`config.mk`:
```
export PLATFORM = sky130hd
export DESIGN_NAME = cdb_arbiter
export DESIGN_NICKNAME = d
export VERILOG_FILES = /design/src/rtl/cdb_arbiter.sv
export SDC_FILE = /design/constraint.sdc
export NUM_CORES = 1
export LEC_CHECK = 0
export ABC_CLOCK_PERIOD_IN_PS = 2860
export CAP_MARGIN = 20
export CORE_AREA = 2 2 93 95
export CTS_BUF_LIST = sky130_fd_sc_hd__clkbuf_4 sky130_fd_sc_hd__clkbuf_8 sky130_fd_sc_hd__clkbuf_16
export CTS_CLUSTER_DIAMETER = 120
export DETAILED_ROUTE_END_ITERATION = 10
export DIE_AREA = 0 0 95 97
export GPL_TIMING_DRIVEN = 0
export PLACE_DENSITY = 0.8
export SETUP_SLACK_MARGIN = 0.2
export SLEW_MARGIN = 10
export SYNTH_ARGS = -nofsm -noshare
export SYNTH_HDL_FRONTEND = slang
export SYNTH_SLANG_ARGS = --single-unit
```
`constraint.sdc`:
```
create_clock -name clk1 -period 2.86 [get_ports clk1]
set_input_delay 0.429 -clock clk1 [delete_from_list [all_inputs] [get_ports clk1]]
set_output_delay 0.429 -clock clk1 [all_outputs]
set_load 0.03 [all_outputs]
```
`src/rtl/cdb_arbiter.sv`:
```
`default_nettype none
// ============================================================================
//  Module      : cdb_arbiter
//  Description : Common-data-bus arbiter. Grants the single CDB to one
//                functional unit per cycle and drives the registered
//                broadcast (valid, tag, data). Round-robin by default;
//                define CDB_FIXED_PRIO_EN for lowest-index-wins priority.
//  Revision    : 1.0 - initial release
// ============================================================================
module cdb_arbiter #(
    parameter int NREQ = 4,
    parameter int DW   = 32,
    parameter int TW   = 3
) (
    input  logic                 clk1,
    input  logic                 rst,
    input  logic [NREQ-1:0]      req,
    input  logic [NREQ*TW-1:0]   req_tag,
    input  logic [NREQ*DW-1:0]   req_data,
    output logic [NREQ-1:0]      grant,
    output logic                 cdb_valid,
    output logic [TW-1:0]        cdb_tag,
    output logic [DW-1:0]        cdb_data
);

    localparam int PW = (NREQ > 1) ? $clog2(NREQ) : 1;

    logic [PW-1:0]   r_ptr;
    logic [NREQ-1:0] w_elig;
    logic [PW-1:0]   w_start;
    logic [PW-1:0]   w_win;
    logic            w_found;
    logic [PW-1:0]   w_ptr_nxt;
    logic [NREQ-1:0] w_onehot;

    // Index (base + off) mod NREQ; base and off are both below NREQ.
    function automatic logic [PW-1:0] wrap_idx(input logic [PW-1:0] base, input int off);
        logic [PW:0] sum;
        sum = {1'b0, base} + (PW+1)'(off);
        if (sum >= (PW+1)'(NREQ)) begin
            sum = sum - (PW+1)'(NREQ);
        end
        return sum[PW-1:0];
    endfunction

    // A unit being granted this cycle is masked so its result is sent once.
    assign w_elig = req & ~grant;

`ifdef CDB_FIXED_PRIO_EN
    assign w_start   = r_ptr;
    assign w_ptr_nxt = '0;
`else
    assign w_start   = r_ptr;
    assign w_ptr_nxt = (w_win == PW'(NREQ-1)) ? '0 : (w_win + PW'(1));
`endif

    always_comb begin
        w_found = 1'b0;
        w_win   = '0;
        for (int k = 0; k < NREQ; k++) begin
            if (!w_found && w_elig[wrap_idx(w_start, k)]) begin
                w_found = 1'b1;
                w_win   = wrap_idx(w_start, k);
            end
        end
    end

    assign w_onehot = NREQ'(1) << w_win;

    always_ff @(posedge clk1 or posedge rst) begin
        if (rst) begin
            grant     <= '0;
            cdb_valid <= 1'b0;
            cdb_tag   <= '0;
            cdb_data  <= '0;
            r_ptr     <= '0;
        end else if (w_found) begin
            grant     <= w_onehot;
            cdb_valid <= 1'b1;
            cdb_tag   <= req_tag[int'(w_win)*TW +: TW];
            cdb_data  <= req_data[int'(w_win)*DW +: DW];
            r_ptr     <= w_ptr_nxt;
        end else begin
            // Tag and data hold; consumers ignore them while cdb_valid is low.
            grant     <= '0;
            cdb_valid <= 1'b0;
        end
    end

endmodule
`default_nettype wire
```
==> flow_metrics.py <==
metrics = {
    "layout": {
        "fillers": 677,
        "area_growth_pct": 71.1,
        "multi_input_area_um2": 1700,
        "nets": 655,
        "final_util_pct": 63.9,
        "diodes": 0,
        "seqCellArea_um2": 1050,
        "drive_above_1_share_pct": 12.8,
    },
    "place": {
        "globalplace.congestion": 0.738,
        "dp_hpwl_um": 8300,
        "portBuffers": 185,
    },
    "global_route": {
        "grt_pass1_vias": 3577,
        "antenna_found_initial": 0,
        "grt_max_degree": 24,
        "grt_pass1_wl_um": 17000,
        "grt_overflow": 0,
        "grtUsageTotal_pct": 23.3,
    },
    "hold_path": {
        "holdCritPathClass": "in2async",
    },
    "floorplanning": {
        "die_y_um": 97,
        "die_w_um": 95,
        "ioPinCount": 186,
        "std_cell_rows": 33,
        "die_area_um2": 9220,
        "start_util_pct": 37.4,
        "core_um2": 8130,
    },
    "logic_synthesis": {
        "netlist_area_um2": 3040,
        "ys_ff_latch": 42,
        "synth_seq_area_share_pct": 34.6,
        "synthArstFlopShare_pct": 100,
        "synthTopCellsByArea": "dfrtp_1 35%, a211oi_2 12%, mux2i_1 12%, a221oi_1 10%, a211oi_1 9.9%",
        "yosysUniqueCellTypes": 25,
        "synth_top_area_cell": "dfrtp_1",
        "synth_top_area_share_pct": 34.6,
        "postSynthCellCount": 315,
        "syn_nets": 462,
        "synth.avg_cell_area_um2": 9.65,
        "synth_enable_flop_cells": 0,
        "yosysWarningCount": 0,
        "synth-main-ff-cell": "dfrtp_1",
    },
    "clock_tree": {
        "hold_buffers": 0,
        "cts_root_buf": "clkbuf_8",
        "cts_tree": "yes",
        "h-tree-depth": 2,
        "max-clock-path-buffers": 2,
        "cts.sinks": 42,
        "clkLatencyLatePin_ns": 0.29,
        "cts.clk_slew.worst_paths_ns": 0.08,
        "numCtsBuffers": 5,
    },
    "sta": {
        "timing.clock.skew_ns": 0.00364,
        "period_needed_ns": 2.56,
        "max-slew-margin-rel_pct": 60.9,
        "finalMaxSlewViolations": 0,
        "rsz0062_at_grt": "false",
        "post-route-period-util_pct": 89.4,
        "setup_viol": 0,
        "max_freq_ghz": 0.391,
        "hold_viol_final": 0,
        "worst_slew_pin_slew_ns": 0.585,
        "holdWs_ns": 0.510,
    },
    "critical_path": {
        "crit_required_ns": 3.04,
        "r2r-end": "r_ptr[1]",
        "r2r-start": "grant[1]",
        "crit_arrival_ns": 2.73,
        "worst_setup_path_end_kind": "flop",
        "criticalPathCategory": "in2reg",
        "startpoint_type": "input pin",
        "rrSetupSlack_ns": 0.50,
        "critPathMaxFanout": 10,
        "rr_worst_depth": 7,
    },
    "detailed_routing": {
        "drc": 0,
        "ant_nets": 0,
        "avgRoutedWirePerCell_um": 17.7,
        "drt_iter0_markers": 105,
        "dr_total_vias": 3316,
        "drtPass1Iterations": 4,
        "routed_wl_um": 10900,
        "viasPerCell": 5.40,
    },
    "power": {
        "leakage_nw": 2.15,
        "power_density_nw_per_um2": 1020,
        "ir_drop_mv": 0.492,
    },
    "flow_run": {
        "maxCapViolCount": 0,
    },
    "outcome": {
        "status": "completed",
    },
}
## cell type report
type | count | area share (%)
buffer | 32 | 3.47
inverter | 39 | 2.82
clock buffer | 7 | 1.61
tap | 105 | 2.53
sequential | 42 | 20.2
multi-input combinational | 202 | 32.6
clock inverter | 1 | 0.578
timing repair buffer | 186 | 36.1
## per-layer routing
metal	vias to the layer above	track usage [%]	part of all wire, %
met3	16	4.52	7.3
met4	0	6.47	1.6
met1	1578	27.6	40
met2	153	42.1	51
met5	-	0	0
li1	1569	-	-
## power by group
| group | switching [mW] | internal [mW] |
|---|---|---|
| sequential | 0.190 | 0.903 |
| clock | 0.214 | 0.281 |
| combinational | 2.11 | 1.62 |
| total | 2.51 | 2.81 |
## cell usage in the layout, fill, tap and decap left out, types with 6 or more instances in the layout
cell type | Yosys | final
dfrtp_1 | 42 | 42
clkdlybuf4s50_1 | 0 | 185
a211oi_2 | 30 | 30
nor2_1 | 41 | 41
a211oi_1 | 40 | 40
a221oi_1 | 35 | 35
clkbuf_1 | 17 | 17
mux2i_1 | 35 | 35
buf_2 | 7 | 6
inv_1 | 37 | 36
## worst max-delay path, cell delays in order
cell             delay (ns)
clkdlybuf4s50_1        0.46
nor2b_2                0.23
a2111oi_0              0.14
o32ai_1                0.30
buf_4                  0.25
buf_2                  0.26
inv_2                  0.07
ha_1                   0.29
mux2_1                 0.30
## metrics by stage
| stage | setup WS (ns) | cell area, µm² | instances | setup TNS (ns) | total power, mW |
|---|---|---|---|---|---|
| final | 0.302 | 5200 | 614 | 0 | 5.32 |
| after global routing | 0.207 | 5200 | 614 | 0 | 5.65 |
| after CTS | 0.257 | 5160 | 614 | 0 | 5.31 |
| after detailed placement | -0.0449 | 5050 | 606 | -0.0449 | 4.80 |
| after global placement | 0.0130 | 5020 | 605 | 0 | 4.73 |
| after floorplan | 0.655 | 3040 | 315 | 0 | 3.52 |
## sequential cells by signal, summed over array words and instances, names as in the netlist
register	count
grant	4
cdb_data	32
cdb_tag	3
cdb_valid	1
r_ptr	2
## synth_stat cells (all sizes together), types with 2 or more instances
library cell and instances:
a21oi 3, nand2b 2, buf 15, and2 2, nor3b 2, nor2b 4, dfrtp 42, a211oi 70
inv 39, clkbuf 17, mux2i 35, nor2 41, a221oi 35
## timing repair
action	4_1_cts	5_1_grt
setup buffers	0	0
resized for setup	0	7
endpoints found under the setup margin	0	1
## how the worst max path moves through the flow
stage,cells past startpoint,to,from
after floorplan,8,r_ptr[1],grant[0]
after global placement,9,r_ptr[1],req[0]
after detailed placement,9,r_ptr[1],req[0]
after CTS,9,r_ptr[1],req[0]
after global routing,9,r_ptr[1],req[0]
final,9,r_ptr[1],req[0]
## kinds of logic (layout without fill, tap and decap cells)
family                     count (synthesis)  after routing  synth area share (%)
AOI/OAI and AO/OA                        112            112                  34.5
buffers and inverters                     71            265                  10.7
and+or+nand+nor                           53             53                  7.90
DFF                                       42             42                  34.6
muxes                                     36             36                  11.9
adders and majority gates                  1              1                 0.412
Power figures use the tool's default switching activity.
